[src/rtl/freq_disp_pkg.sv]
`default_nettype none
// ============================================================================
// Module      : freq_disp_pkg
// Description : Shared constants, state encoding and helpers for the
//               frequency display path (binary-to-BCD conversion).
// Revision    : 1.0 - initial release
// ============================================================================
package freq_disp_pkg;

  // Width of one packed BCD digit and the shift-and-add-3 threshold.
  localparam int BCD_DIGIT_W = 4;
  localparam int ADD3_THRESH = 5;

  // Converter state encoding.
  localparam logic [1:0] ST_IDLE = 2'd0;
  localparam logic [1:0] ST_CONV = 2'd1;
  localparam logic [1:0] ST_DONE = 2'd2;

  typedef enum logic [1:0] {
    S_IDLE = ST_IDLE,
    S_CONV = ST_CONV,
    S_DONE = ST_DONE
  } conv_state_e;

  // Largest value representable with the given number of decimal digits.
  function automatic int unsigned max_val(input int unsigned digits);
    int unsigned r;
    r = 1;
    for (int unsigned i = 0; i < digits; i++) begin
      r = r * 10;
    end
    return r - 1;
  endfunction

endpackage : freq_disp_pkg
`default_nettype wire

[src/rtl/bcd_digit_adj.sv]
`default_nettype none
// ============================================================================
// Module      : bcd_digit_adj
// Description : Single-digit add-3 adjust of the double-dabble algorithm.
//               Any digit >= 5 gets 3 added so that the following left
//               shift carries correctly into the next decimal digit.
// Ports       : digit_i  - current scratch digit
//               digit_o  - adjusted digit
// Revision    : 1.0 - initial release
// ============================================================================
module bcd_digit_adj
  import freq_disp_pkg::*;
(
  input  logic [BCD_DIGIT_W-1:0] digit_i,
  output logic [BCD_DIGIT_W-1:0] digit_o
);

  localparam logic [BCD_DIGIT_W-1:0] C_THRESH = BCD_DIGIT_W'(ADD3_THRESH);
  localparam logic [BCD_DIGIT_W-1:0] C_ADD    = BCD_DIGIT_W'(3);

  always_comb begin
    digit_o = digit_i;
    if (digit_i >= C_THRESH) begin
      digit_o = digit_i + C_ADD;
    end
  end

endmodule : bcd_digit_adj
`default_nettype wire

[src/rtl/freq_bcd_converter.sv]
`default_nettype none
// ============================================================================
// Module      : freq_bcd_converter
// Description : Sequential shift-and-add-3 binary-to-BCD converter. One
//               binary value is captured per request, clamped to the largest
//               DIGITS-digit decimal value, and converted in BIN_W cycles.
//               The result appears with a one-cycle done pulse; saturation
//               is reported on overflow.
// Ports       : CLK100MHZ  - system clock (rising edge)
//               reset      - synchronous active-high reset
//               start      - conversion request (level, sampled each cycle)
//               bin_in     - binary input value
//               busy       - conversion in progress
//               done       - bcd_out/overflow updated this cycle
//               bcd_out    - packed BCD result, digit 0 in [3:0]
//               overflow   - last result was saturated
//               blank_mask - (BCD_BLANK_EN only) leading-zero blanking mask
// Config      : define BCD_BLANK_EN to add the blank_mask output.
// Revision    : 1.0 - initial release
// ============================================================================
module freq_bcd_converter
  import freq_disp_pkg::*;
#(
  parameter int BIN_W  = 16,
  parameter int DIGITS = 4
) (
  input  logic                          CLK100MHZ,
  input  logic                          reset,
  input  logic                          start,
  input  logic [BIN_W-1:0]              bin_in,
  output logic                          busy,
  output logic                          done,
  output logic [BCD_DIGIT_W*DIGITS-1:0] bcd_out,
  output logic                          overflow
`ifdef BCD_BLANK_EN
  ,
  output logic [DIGITS-1:0]             blank_mask
`endif
);

  localparam int          SW      = BCD_DIGIT_W * DIGITS;
  localparam int          CW      = $clog2(BIN_W + 1);
  localparam int unsigned MAX_VAL = max_val(DIGITS);

  conv_state_e       state_q, state_d;
  logic [SW-1:0]     scratch_q, scratch_d;
  logic [BIN_W-1:0]  bin_q, bin_d;
  logic [CW-1:0]     count_q, count_d;
  logic              ovf_pend_q, ovf_pend_d;
  logic [SW-1:0]     bcd_q, bcd_d;
  logic              ovf_q, ovf_d;

  logic [SW-1:0]     w_adj;
  logic [SW-1:0]     w_scr_shift;
  logic [BIN_W-1:0]  w_bin_shift;
  logic              w_unused_msb;
  logic              w_last;
  logic              w_ovf_in;
  logic [BIN_W-1:0]  w_clamped;

  // Add-3 adjust on every scratch digit before each shift.
  generate
    for (genvar gi = 0; gi < DIGITS; gi++) begin : g_digit
      bcd_digit_adj u_adj (
        .digit_i (scratch_q[gi*BCD_DIGIT_W +: BCD_DIGIT_W]),
        .digit_o (w_adj[gi*BCD_DIGIT_W +: BCD_DIGIT_W])
      );
    end
  endgenerate

  // Shift {adjusted scratch, binary} left by one. The scratch MSB falls off;
  // it is always zero because the clamped input never exceeds MAX_VAL.
  assign {w_unused_msb, w_scr_shift, w_bin_shift} = {w_adj, bin_q, 1'b0};

  assign w_last    = (count_q == CW'(BIN_W - 1));
  assign w_ovf_in  = (32'(bin_in) > MAX_VAL);
  assign w_clamped = w_ovf_in ? BIN_W'(MAX_VAL) : bin_in;

`ifdef BCD_BLANK_EN
  logic [DIGITS-1:0] blank_q, blank_d;
  logic [DIGITS-1:0] w_blank;

  // A digit blanks only when it and every more-significant digit are zero;
  // digit 0 never blanks so that zero still displays as "0".
  always_comb begin
    w_blank = '0;
    for (int i = DIGITS - 1; i >= 1; i--) begin
      if (i == DIGITS - 1) begin
        w_blank[i] = (w_scr_shift[i*BCD_DIGIT_W +: BCD_DIGIT_W] == '0);
      end else begin
        w_blank[i] = w_blank[i+1] &&
                     (w_scr_shift[i*BCD_DIGIT_W +: BCD_DIGIT_W] == '0);
      end
    end
    w_blank[0] = 1'b0;
  end

  assign blank_mask = blank_q;
`endif

  // Next-state and output logic.
  always_comb begin
    state_d    = state_q;
    scratch_d  = scratch_q;
    bin_d      = bin_q;
    count_d    = count_q;
    ovf_pend_d = ovf_pend_q;
    bcd_d      = bcd_q;
    ovf_d      = ovf_q;
`ifdef BCD_BLANK_EN
    blank_d    = blank_q;
`endif
    busy       = 1'b0;
    done       = 1'b0;

    case (state_q)
      S_IDLE: begin
        if (start) begin
          state_d    = S_CONV;
          scratch_d  = '0;
          bin_d      = w_clamped;
          count_d    = '0;
          ovf_pend_d = w_ovf_in;
        end
      end

      S_CONV: begin
        busy      = 1'b1;
        scratch_d = w_scr_shift;
        bin_d     = w_bin_shift;
        count_d   = count_q + CW'(1);
        // Results are loaded on the final shift so that they are already
        // valid during the done cycle.
        if (w_last) begin
          state_d = S_DONE;
          bcd_d   = w_scr_shift;
          ovf_d   = ovf_pend_q;
`ifdef BCD_BLANK_EN
          blank_d = w_blank;
`endif
        end
      end

      S_DONE: begin
        done = 1'b1;
        if (start) begin
          state_d    = S_CONV;
          scratch_d  = '0;
          bin_d      = w_clamped;
          count_d    = '0;
          ovf_pend_d = w_ovf_in;
        end else begin
          state_d = S_IDLE;
        end
      end

      default: begin
        state_d = S_IDLE;
      end
    endcase
  end

  always_ff @(posedge CLK100MHZ) begin
    if (reset) begin
      state_q    <= S_IDLE;
      scratch_q  <= '0;
      bin_q      <= '0;
      count_q    <= '0;
      ovf_pend_q <= 1'b0;
      bcd_q      <= '0;
      ovf_q      <= 1'b0;
`ifdef BCD_BLANK_EN
      blank_q    <= {{(DIGITS-1){1'b1}}, 1'b0};
`endif
    end else begin
      state_q    <= state_d;
      scratch_q  <= scratch_d;
      bin_q      <= bin_d;
      count_q    <= count_d;
      ovf_pend_q <= ovf_pend_d;
      bcd_q      <= bcd_d;
      ovf_q      <= ovf_d;
`ifdef BCD_BLANK_EN
      blank_q    <= blank_d;
`endif
    end
  end

  assign bcd_out  = bcd_q;
  assign overflow = ovf_q;

endmodule : freq_bcd_converter
`default_nettype wire

[config.mk]
export PLATFORM = sky130hd
export DESIGN_NAME = freq_bcd_converter
export DESIGN_NICKNAME = d
export VERILOG_FILES = /design/src/rtl/freq_disp_pkg.sv /design/src/rtl/bcd_digit_adj.sv /design/src/rtl/freq_bcd_converter.sv
export SDC_FILE = /design/constraint.sdc
export NUM_CORES = 1
export LEC_CHECK = 0
export BUFFER_PORTS_ARGS = -buffer_cell sky130_fd_sc_hd__buf_2
export CAP_MARGIN = 20
export CORE_UTILIZATION = 52
export DETAILED_ROUTE_END_ITERATION = 10
export PLACE_DENSITY = 0.73
export RECOVER_POWER = 25
export SYNTH_ARGS = -nofsm -noshare
export SYNTH_HDL_FRONTEND = slang
export SYNTH_HIERARCHICAL = 1
export SYNTH_SLANG_ARGS = --single-unit
[constraint.sdc]
create_clock -name CLK100MHZ -period 2.08 [get_ports CLK100MHZ]
set_clock_uncertainty 0.15 [all_clocks]
set_input_delay 0.208 -clock CLK100MHZ [delete_from_list [all_inputs] [get_ports CLK100MHZ]]
set_output_delay 0.208 -clock CLK100MHZ [all_outputs]
set_load 0.01 [all_outputs]
==> results of run 1 <==
[tightest hold or removal path: stages]
cell and delay, ps:
buf_2 110, nor4_1 60, nand2_1 60, a211oi_1 50
[flip-flops by register name, summed over array words and instances (netlist names)]
name and count:
state_q 2, bin_q 16, scratch_q 16, overflow 1, count_q 5, ovf_pend_q 1
bcd_out 16
[stage by stage]
step / power [mW] / cell area, µm² / util
global placement: 1.35 / 2860 / 0.595
detailed placement: 1.36 / 2860 / 0.595
finish: 2.23 / 3140 / 0.651
CTS: 2.25 / 3160 / 0.655
global route: 2.33 / 3140 / 0.651
floorplan: 1.31 / 2660 / -
[final cells by class]
cell class | instances | area share
clock buffer | 12 | 0.0463
clock inverter | 3 | 0.00558
inverter | 17 | 0.0211
multi-input combinational | 212 | 0.425
sequential | 57 | 0.364
tap | 67 | 0.0267
timing repair buffer | 56 | 0.111
[routing by layer]
| layer | up-vias | track usage | part of all wire |
|---|---|---|---|
| li1 | 1178 | - | - |
| met1 | 1086 | 0.271 | 0.47 |
| met2 | 55 | 0.403 | 0.47 |
| met3 | 7 | 0.0905 | 0.048 |
| met4 | 0 | 0.0812 | 0.012 |
| met5 | - | 0 | 0 |
[report_power, final]
group	switching [mW]	internal (mW)	total (mW)
clock network	0.419	0.454	0.872
logic	0.129	0.0862	0.216
registers	0.0174	1.12	1.14
[cell usage in the layout (no fill, tap or decap), drive strengths merged, types with 3 or more instances in the layout]
cell,n
o31ai,4
nor3,7
nand2,40
buf,25
clkbuf,30
a211oi,4
dlygate4sd3,13
o21bai,3
nand2b,12
o21ai,11
a311oi,4
a31oi,4
a21oi,32
o221a,3
o22ai,4
nand3,22
xnor2,4
nor2,9
and3b,4
inv,17
mux2i,4
dfxtp,57
a22o,16
ha,10
nor4,3
[worst max-delay path by stage]
stage / depth (start not counted) / start / slack (ps) / end
detailed placement: 6 / count_q[0]$_SDFFE_PP0P_ / 110 / bcd_out[10]$_SDFFE_PP0P_
finish: 3 / state_q[1]$_SDFFE_PP0P_ / 190 / busy
global route: 6 / count_q[0]$_SDFFE_PP0P_ / 90 / bcd_out[5]$_SDFFE_PP0P_
floorplan: 7 / count_q[0]$_SDFFE_PP0P_ / 330 / bcd_out[10]$_SDFFE_PP0P_
global placement: 6 / count_q[0]$_SDFFE_PP0P_ / 170 / bcd_out[11]$_SDFFE_PP0P_
CTS: 6 / count_q[0]$_SDFFE_PP0P_ / 70 / bcd_out[5]$_SDFFE_PP0P_
[what timing repair did]
action,in CTS,in global routing
hold endpoints to repair,13,0
hold buffers,13,0
endpoints found under the setup margin,0,16
resized for setup,0,1
==> flow_summary_export.csv, run 1 <==
group,metric,value,unit
floorplan,core,0.00482,mm²
routing,first_iter_violations,124,
routing,viasPerCell,5.49,
hold_path,min_from,"bin_in[13]",
place,io_buffers,37,
sta,slew_viol_final,0,
yosys,synth_cells,305,
setup_path,r2r-start,"count_q[0]$_SDFFE_PP0P_",
place,place_ws,108,ps
routing,postRouteAntennaNets,0,
yosys,avgSynthCellArea,8.71,µm²
setup_path,ff2ff_path_depth,6,
sta,hold_viol,0,
grt,antenna_found_initial,0,
cts,cts.clk_slew.worst_paths,60,ps
cells_and_area,regArea,0.00114,mm²
cts,cts_tree,"built",
sta,finalSetupTns,0,ps
routing,route.vias.total,2326,
power_and_ir_drop,max-vdd-ir-drop,0.000541,V
setup_path,crit_slowest_cell,"dfxtp_1",
cts,clk_latency,340,ps
grt,grt_pass1_vias,2203,
cells_and_area,filler_cell_count,438,
floorplan,num_rows,25,
setup_path,endpoint_kind,"primary output",
grt,overflow,0,
routing,drc,0,
power_and_ir_drop,p_leak,1.23,nW
cells_and_area,fin_nets,382,
sta,finalWorstSetupSlack,187,ps
run,maxCapViolCount,0,
setup_path,r2r_setup_slack,210,ps
cts,htree_levels,3,
cts,clock-sinks,57,
grt,track_usage,0.237,
sta,min_period,1890,ps
cts,postCtsSetupBuffers,0,
setup_path,critPathTopFamily,"buffers and inverters",
sta,relSlewSlack,0.602,
setup_path,path_cells,"nand2b_1, inv_4, buf_2",
floorplan,initial_utilization,0.551,
floorplan,die_area,0.00540,mm²
hold_path,hold_path_end,"bin_q[11]$_SDFFE_PP0P_",
floorplan,die_x,73.5,µm
setup_path,slowest_delay,370,ps
floorplan,io_pins,38,
sta,setup_viol,0,
place,gp_congestion,0.749,
cells_and_area,syn_to_final_growth,18.1,%
hold_path,hold_path_class,"in2reg",
cells_and_area,diodes,0,
cts,root_buffer,"clkbuf_8",
place,dp_hpwl,3.60,mm
yosys,synth_fp_nets,334,
setup_path,worstPathArrival,1530,ps
routing,post_drt_wl_per_cell,13.6,µm
hold_path,whs_path_depth,4,
sta,hold-worst-slack,56.6,ps
routing,wl,5.78,mm
routing,dr.pass1.iters,4,
setup_path,crit_type,"reg2out",
cts,cts_buffers,9,
power_and_ir_drop,powerDensity,710,mW/mm²
sta,max_freq,0.528,GHz
grt,grt_max_degree,38,
setup_path,crit_buf_inv,2,
sta,worst_slew_pin_slew,597,ps
grt,grt_pass1_wl,9.66,mm
setup_path,required,1720,ps
cells_and_area,instances_no_fill,424,
cells_and_area,drive_above_1_share,0.140,
yosys,synth_area,0.00266,mm²
place,dp.cells,396,
sta,fin_crit_sh,0.910,
outcome,outcome,"complete, no violations",
yosys,yosys_warnings,6,
floorplan,die_h,73.5,µm
sta,rsz0062_at_grt,"no",
cells_and_area,multi_input_area,0.00134,mm²
setup_path,crit_fanout,37,
cts,cts_max_path_buffers,2,
setup_path,r2r-end,"bcd_out[5]$_SDFFE_PP0P_",
setup_path,cp-start-kind,"register",
Note: power is estimated with default switching activity, not from simulation.
==> run 2: changes to the inputs <==
--- a/config.mk
+++ b/config.mk
@@ -9,9 +9,8 @@
 export CAP_MARGIN = 20
 export CORE_UTILIZATION = 52
 export DETAILED_ROUTE_END_ITERATION = 10
-export PLACE_DENSITY = 0.73
+export PLACE_DENSITY = 0.74
 export RECOVER_POWER = 25
 export SYNTH_ARGS = -nofsm -noshare
 export SYNTH_HDL_FRONTEND = slang
-export SYNTH_HIERARCHICAL = 1
 export SYNTH_SLANG_ARGS = --single-unit
==> flow_summary_export.csv, run 2 <==
group,metric,value,unit
cts,cts_buffers,9,
sta,setup_viol,0,
power_and_ir_drop,p_sw,546,µW
power_and_ir_drop,p_int,1.69,mW
routing,route.vias.total,2225,
yosys,synth_async_sr_flop_share,0,
power_and_ir_drop,power_frac_comb,0.083,
grt,track_usage,0.243,
floorplan,initial_utilization,0.542,
setup_path,ff2ff_path_depth,7,
place,io_buffers,37,
sta,finalSetupTns,0,ps
outcome,outcome,"complete, no violations",
routing,first_iter_violations,158,
setup_path,required,2210,ps
yosys,synth_most_common_cell,"dfxtp_1",
cells_and_area,filler_cell_count,412,
run,maxCapViolCount,0,
cts,clock-sinks,57,
setup_path,crit_fanout,8,
power_and_ir_drop,pwr-share-seq,0.509,
yosys,synthTopCellsByArea,"dfxtp_1 45%, nor2_1 6.6%, ha_1 4.9%",
yosys,synth_area,0.00256,mm²
setup_path,endpoint_kind,"register",
yosys,synth_fp_nets,317,
routing,post_drt_wl_per_cell,13.5,µm
yosys,synth_cells,288,
sta,rsz0062_at_grt,"no",
place,dp_hpwl,3.64,mm
floorplan,die_area,0.00521,mm²
grt,antenna_found_initial,0,
grt,grt_max_degree,31,
routing,postRouteAntennaNets,0,
routing,drc,0,
grt,overflow,0,
power_and_ir_drop,max-vdd-ir-drop,0.000437,V
yosys,synthFlopType,"dfxtp_1",
sta,worst_slew_pin_slew,473,ps
floorplan,io_pins,38,
cells_and_area,fin_nets,369,
yosys,avgSynthCellArea,8.89,µm²
power_and_ir_drop,p_leak,1.22,nW
cells_and_area,post-route-cell-area,0.00307,mm²
setup_path,r2r-end,"bcd_out[6]$_SDFFE_PP0P_",
hold_path,min_from,"bin_in[9]",
floorplan,core,0.00472,mm²
cells_and_area,drive_above_1_share,0.142,
sta,max_freq,0.531,GHz
sta,slew_viol_final,0,
setup_path,r2r-start,"count_q[0]$_SDFFE_PP0P_",
cts,cts_tree,"built",
sta,min_period,1880,ps
sta,hold_viol,0,
setup_path,worstPathArrival,2020,ps
routing,viasPerCell,5.40,
routing,dr.pass1.iters,4,
hold_path,whs_path_depth,3,
cells_and_area,syn_to_final_growth,19.9,%
cells_and_area,final_cell_mix,"57 x dfxtp_1, 45 x nor2_1, 20 x clkbuf_1, 19 x a21oi_1, 19 x buf_2",
grt,grt_pass1_vias,2083,
cts,cts.clk_slew.worst_paths,60,ps
routing,wl,5.58,mm
place,placed_cell_area,0.00282,mm²
setup_path,crit_start,"count_q[0]$_SDFFE_PP0P_",
power_and_ir_drop,powerDensity,727,mW/mm²
cts,htree_levels,3,
setup_path,r2r_setup_slack,200,ps
yosys,synth-edff-count,0,
floorplan,num_rows,25,
yosys,yosys_warnings,0,
hold_path,hold_path_class,"in2reg",
cells_and_area,multi_input_area,0.00130,mm²
floorplan,die_x,72.2,µm
yosys,synth_top_area_frac,0.446,
sta,relSlewSlack,0.682,
grt,grt_pass1_wl,9.62,mm
yosys,yosysTopAreaCell,"dfxtp_1",
yosys,synth-seq-cells,57,
cells_and_area,diodes,0,
power_and_ir_drop,p_sw_frac,0.244,
floorplan,die_h,72.2,µm
cts,root_buffer,"clkbuf_8",
power_and_ir_drop,clkPwrFrac,0.409,
setup_path,cp-start-kind,"register",
sta,fin_crit_sh,0.906,
place,gp_congestion,0.785,
yosys,ys_types,39,
setup_path,crit_type,"reg2reg",
cts,clk_latency,330,ps
cts,cts_max_path_buffers,2,
yosys,ys_seq_area_frac,0.446,
cells_and_area,layout_commonest_cell,"dfxtp_1",
cells_and_area,regArea,0.00114,mm²
yosys,synth_common_cells,"57 x dfxtp_1, 45 x nor2_1, 19 x a21oi_1",
hold_path,hold_path_end,"bin_q[9]$_SDFFE_PP0P_",
run 2: cell count changes in the layout (fill, tap and decap cells not counted), moves of 5 or more:
cell / change
o2bb2ai_1: +6
nand2_1: -35
a21oi_1: -8
nor2_1: +37
a22o_1: -11
o21ai_0: +5
nor3b_1: +10
buf_4: +5
a22oi_1: +8
nand3_1: -11
inv_1: -6
a21o_1: +6
run 2: metal layers:
layer / vias up / part of all wire / GRT usage
met4: 0 / 0.022 / 0.142
met1: 1021 / 0.48 / 0.302
met5: - / 0 / 0
met2: 55 / 0.46 / 0.384
li1: 1138 / - / -
met3: 11 / 0.039 / 0.0583
run 2: timing repair:
item                                   4_1_cts  5_1_grt
endpoints found under the hold margin       10        0
hold buffers                                10        0
resized for setup                            0        1
setup buffers                                0        0
setup endpoints to repair                    0        3
run 2: cell families after synthesis:
group | after synthesis | share of synthesized area
AND/OR/NAND/NOR | 116 | 0.241
AO/OA/AOI/OAI | 71 | 0.188
flip-flops | 57 | 0.446
buffers and inverters | 26 | 0.0474
adder cells (fa/ha/maj) | 10 | 0.0489
XOR/XNOR | 4 | 0.0137
multiplexers | 4 | 0.0156
run 2: metrics by stage:
stage	power [mW]	cells	hold WS, ps	setup WS (ps)	util
after floorplan	1.27	288	182	274	-
after global placement	1.33	386	276	206	0.597
after detailed placement	1.33	386	283	153	0.597
after CTS	2.26	412	15.7	130	0.655
after global routing	2.33	412	46.9	50.9	0.650
final	2.23	412	32.6	195	0.650
run 2: worst max-delay path by stage:
stage	end	cells after the start
3_5_place_dp	bcd_out[6]$_SDFFE_PP0P_	7
4_1_cts	bcd_out[6]$_SDFFE_PP0P_	7
6_report	bcd_out[6]$_SDFFE_PP0P_	7
3_3_place_gp	bcd_out[6]$_SDFFE_PP0P_	7
5_1_grt	bcd_out[6]$_SDFFE_PP0P_	7
2_1_floorplan	bcd_out[10]$_SDFFE_PP0P_	8
run 2: worst max-delay path, stage by stage, from the launching register on:
cell,delay (ps)
dfxtp_1,330
ha_1,220
and3_1,190
ha_1,220
and2_2,240
buf_4,180
nor3b_1,180
a21o_1,120
run 2: area by class of cell:
class                      instances  area share
clock buffer                      13      0.0517
clock inverter                     3     0.00489
inverter                          11      0.0138
multi-input combinational        205       0.423
sequential                        57       0.371
tap                               67      0.0273
timing repair buffer              56       0.108
run 2: power by group through the flow:
stage,Clock [mW],Combinational (mW),Sequential [mW]
CTS,0.937,0.183,1.14
global placement,0,0.166,1.16
finish,0.914,0.184,1.14
floorplan,0,0.115,1.16
detailed placement,0,0.169,1.16
global route,0.989,0.205,1.14
==> run 3: changes to the inputs <==
--- a/config.mk
+++ b/config.mk
@@ -10,7 +10,7 @@
 export CORE_UTILIZATION = 52
 export DETAILED_ROUTE_END_ITERATION = 10
 export PLACE_DENSITY = 0.74
-export RECOVER_POWER = 25
+export RECOVER_POWER = 50
 export SYNTH_ARGS = -nofsm -noshare
 export SYNTH_HDL_FRONTEND = slang
 export SYNTH_SLANG_ARGS = --single-unit
==> flow_summary_export.csv, run 3 (synthesized netlist as in run 2, its figures left out) <==
group,metric,value,unit
setup_path,crit_path_frequent_cell,"ha_1",
grt,track_usage,0.243,
floorplan,initial_utilization,0.542,
routing,dr.pass1.iters,5,
cells_and_area,diodes,0,
hold_path,whs_path_depth,3,
cts,clock-sinks,57,
power_and_ir_drop,clkPwrFrac,0.409,
setup_path,critPathTopFamily,"simple AND/OR/NAND/NOR gates",
grt,grt_max_degree,31,
setup_path,r2r-start,"count_q[0]$_SDFFE_PP0P_",
cells_and_area,syn_to_final_growth,19.6,%
outcome,outcome,"complete, no violations",
routing,post_drt_wl_per_cell,13.5,µm
cells_and_area,instances_no_fill,412,
sta,fin_crit_sh,0.906,
setup_path,crit_slowest_cell,"dfxtp_1",
setup_path,endpoint_kind,"register",
sta,rsz0062_at_grt,"no",
setup_path,slowest_delay,330,ps
routing,drc,0,
sta,min_period,1880,ps
setup_path,cp-start-kind,"register",
routing,postRouteAntennaNets,0,
sta,setup_viol,0,
power_and_ir_drop,p_sw_frac,0.244,
floorplan,die_h,72.2,µm
cts,cts_buffers,9,
run,maxCapViolCount,0,
cts,cts.clk_slew.worst_paths,60,ps
cells_and_area,regArea,0.00114,mm²
power_and_ir_drop,pwr-share-seq,0.510,
place,dp.cells,386,
setup_path,crit_buf_inv,1,
cells_and_area,drive_above_1_share,0.142,
routing,route.vias.total,2229,
cts,clk_latency,330,ps
cts,cts_max_path_buffers,2,
hold_path,min_from,"bin_in[9]",
grt,grt_pass1_wl,9.62,mm
cells_and_area,multi_input_area,0.00130,mm²
setup_path,r2r-end,"bcd_out[6]$_SDFFE_PP0P_",
cts,cts_tree,"built",
cells_and_area,layout_commonest_cell,"dfxtp_1",
routing,viasPerCell,5.41,
sta,hold-worst-slack,33.6,ps
cells_and_area,final_cell_mix,"57 x dfxtp_1, 45 x nor2_1, 20 x clkbuf_1, 19 x a21oi_1, 19 x buf_2",
hold_path,hold_path_class,"in2reg",
cts,root_buffer,"clkbuf_8",
place,io_buffers,37,
floorplan,num_rows,25,
power_and_ir_drop,p_leak,1.21,nW
setup_path,worstPathArrival,2010,ps
power_and_ir_drop,p_sw,544,µW
setup_path,crit_type,"reg2reg",
cells_and_area,utilization,0.649,
sta,finalSetupTns,0,ps
setup_path,path_cells,"ha_1, and3_1, ha_1, and2_2, buf_4, nor3b_1, a21o_1",
power_and_ir_drop,max-vdd-ir-drop,0.000439,V
grt,overflow,0,
setup_path,crit_fanout,8,
floorplan,die_x,72.2,µm
power_and_ir_drop,power,2.23,mW
routing,wl,5.56,mm
floorplan,core,0.00472,mm²
power_and_ir_drop,p_int,1.69,mW
cts,postCtsSetupBuffers,0,
sta,relSlewSlack,0.679,
cells_and_area,filler_cell_count,414,
cts,htree_levels,3,
sta,max_freq,0.531,GHz
setup_path,r2r_setup_slack,200,ps
sta,slew_viol_final,0,
place,dp_hpwl,3.64,mm
cells_and_area,fin_nets,369,
setup_path,ff2ff_path_depth,7,
floorplan,io_pins,38,
grt,grt_pass1_vias,2083,
power_and_ir_drop,power_frac_comb,0.081,
setup_path,required,2210,ps
place,gp_congestion,0.785,
floorplan,die_area,0.00521,mm²
sta,worst_slew_pin_slew,478,ps
hold_path,hold_path_end,"bin_q[9]$_SDFFE_PP0P_",
power_and_ir_drop,powerDensity,728,mW/mm²
routing,first_iter_violations,162,
grt,antenna_found_initial,0,
sta,hold_viol,0,
-- run 3: cell count changes in the layout (fill, tap and decap cells not counted), sizes merged --
cell	previous run	this run
clkbuf	31	34
buf	28	25
-- run 3: worst max path at each step --
stage                       startpoint                       end  cells after the start
3_5_place_dp   count_q[0]$_SDFFE_PP0P_   bcd_out[6]$_SDFFE_PP0P_                      7
4_1_cts        count_q[0]$_SDFFE_PP0P_   bcd_out[6]$_SDFFE_PP0P_                      7
3_3_place_gp   count_q[0]$_SDFFE_PP0P_   bcd_out[6]$_SDFFE_PP0P_                      7
5_1_grt        count_q[0]$_SDFFE_PP0P_   bcd_out[6]$_SDFFE_PP0P_                      7
2_1_floorplan  count_q[0]$_SDFFE_PP0P_  bcd_out[10]$_SDFFE_PP0P_                      8
6_report       count_q[0]$_SDFFE_PP0P_   bcd_out[6]$_SDFFE_PP0P_                      7
-- run 3: repair_timing --
action / CTS / global route
endpoints found under the hold margin: 10 / 0
hold buffers: 10 / 0
resized for setup: 0 / 1
setup endpoints to repair: 0 / 3
-- run 3: metrics by stage --
| stage | setup WS [ps] | cell area (µm²) |
|---|---|---|
| 6_report | 195 | 3060 |
| 3_3_place_gp | 206 | 2820 |
| 3_5_place_dp | 153 | 2820 |
| 2_1_floorplan | 274 | 2560 |
| 4_1_cts | 130 | 3090 |
| 5_1_grt | 50.9 | 3060 |
-- run 3: tightest hold or removal path: cells and delay by family --
family        cells  cell delay (ps)
simple gates      2              160
buf+inv           1              110
-- run 3: layout make-up --
class | instances | area share
Clock buffer | 13 | 0.0519
Clock inverter | 3 | 0.00490
Inverter | 11 | 0.0139
Multi-Input combinational cell | 205 | 0.424
Sequential cell | 57 | 0.372
Tap cell | 67 | 0.0274
Timing Repair Buffer | 56 | 0.105
-- run 3: power groups by stage --
stage / combinational [mW] / clock, mW / sequential (mW)
after global routing: 0.202 / 0.989 / 1.14
final: 0.181 / 0.912 / 1.14
after CTS: 0.183 / 0.937 / 1.14
after global placement: 0.166 / 0 / 1.16
after detailed placement: 0.169 / 0 / 1.16
after floorplan: 0.115 / 0 / 1.16
-- run 3: per-layer routing --
layer | track usage | part of all wire | vias up | wire length, µm
met5 | 0 | 0 | - | 0
met4 | 0.142 | 0.022 | 0 | 123
met3 | 0.0583 | 0.045 | 11 | 249
met2 | 0.384 | 0.46 | 55 | 2560
met1 | 0.302 | 0.47 | 1022 | 2620
li1 | - | - | 1141 | -
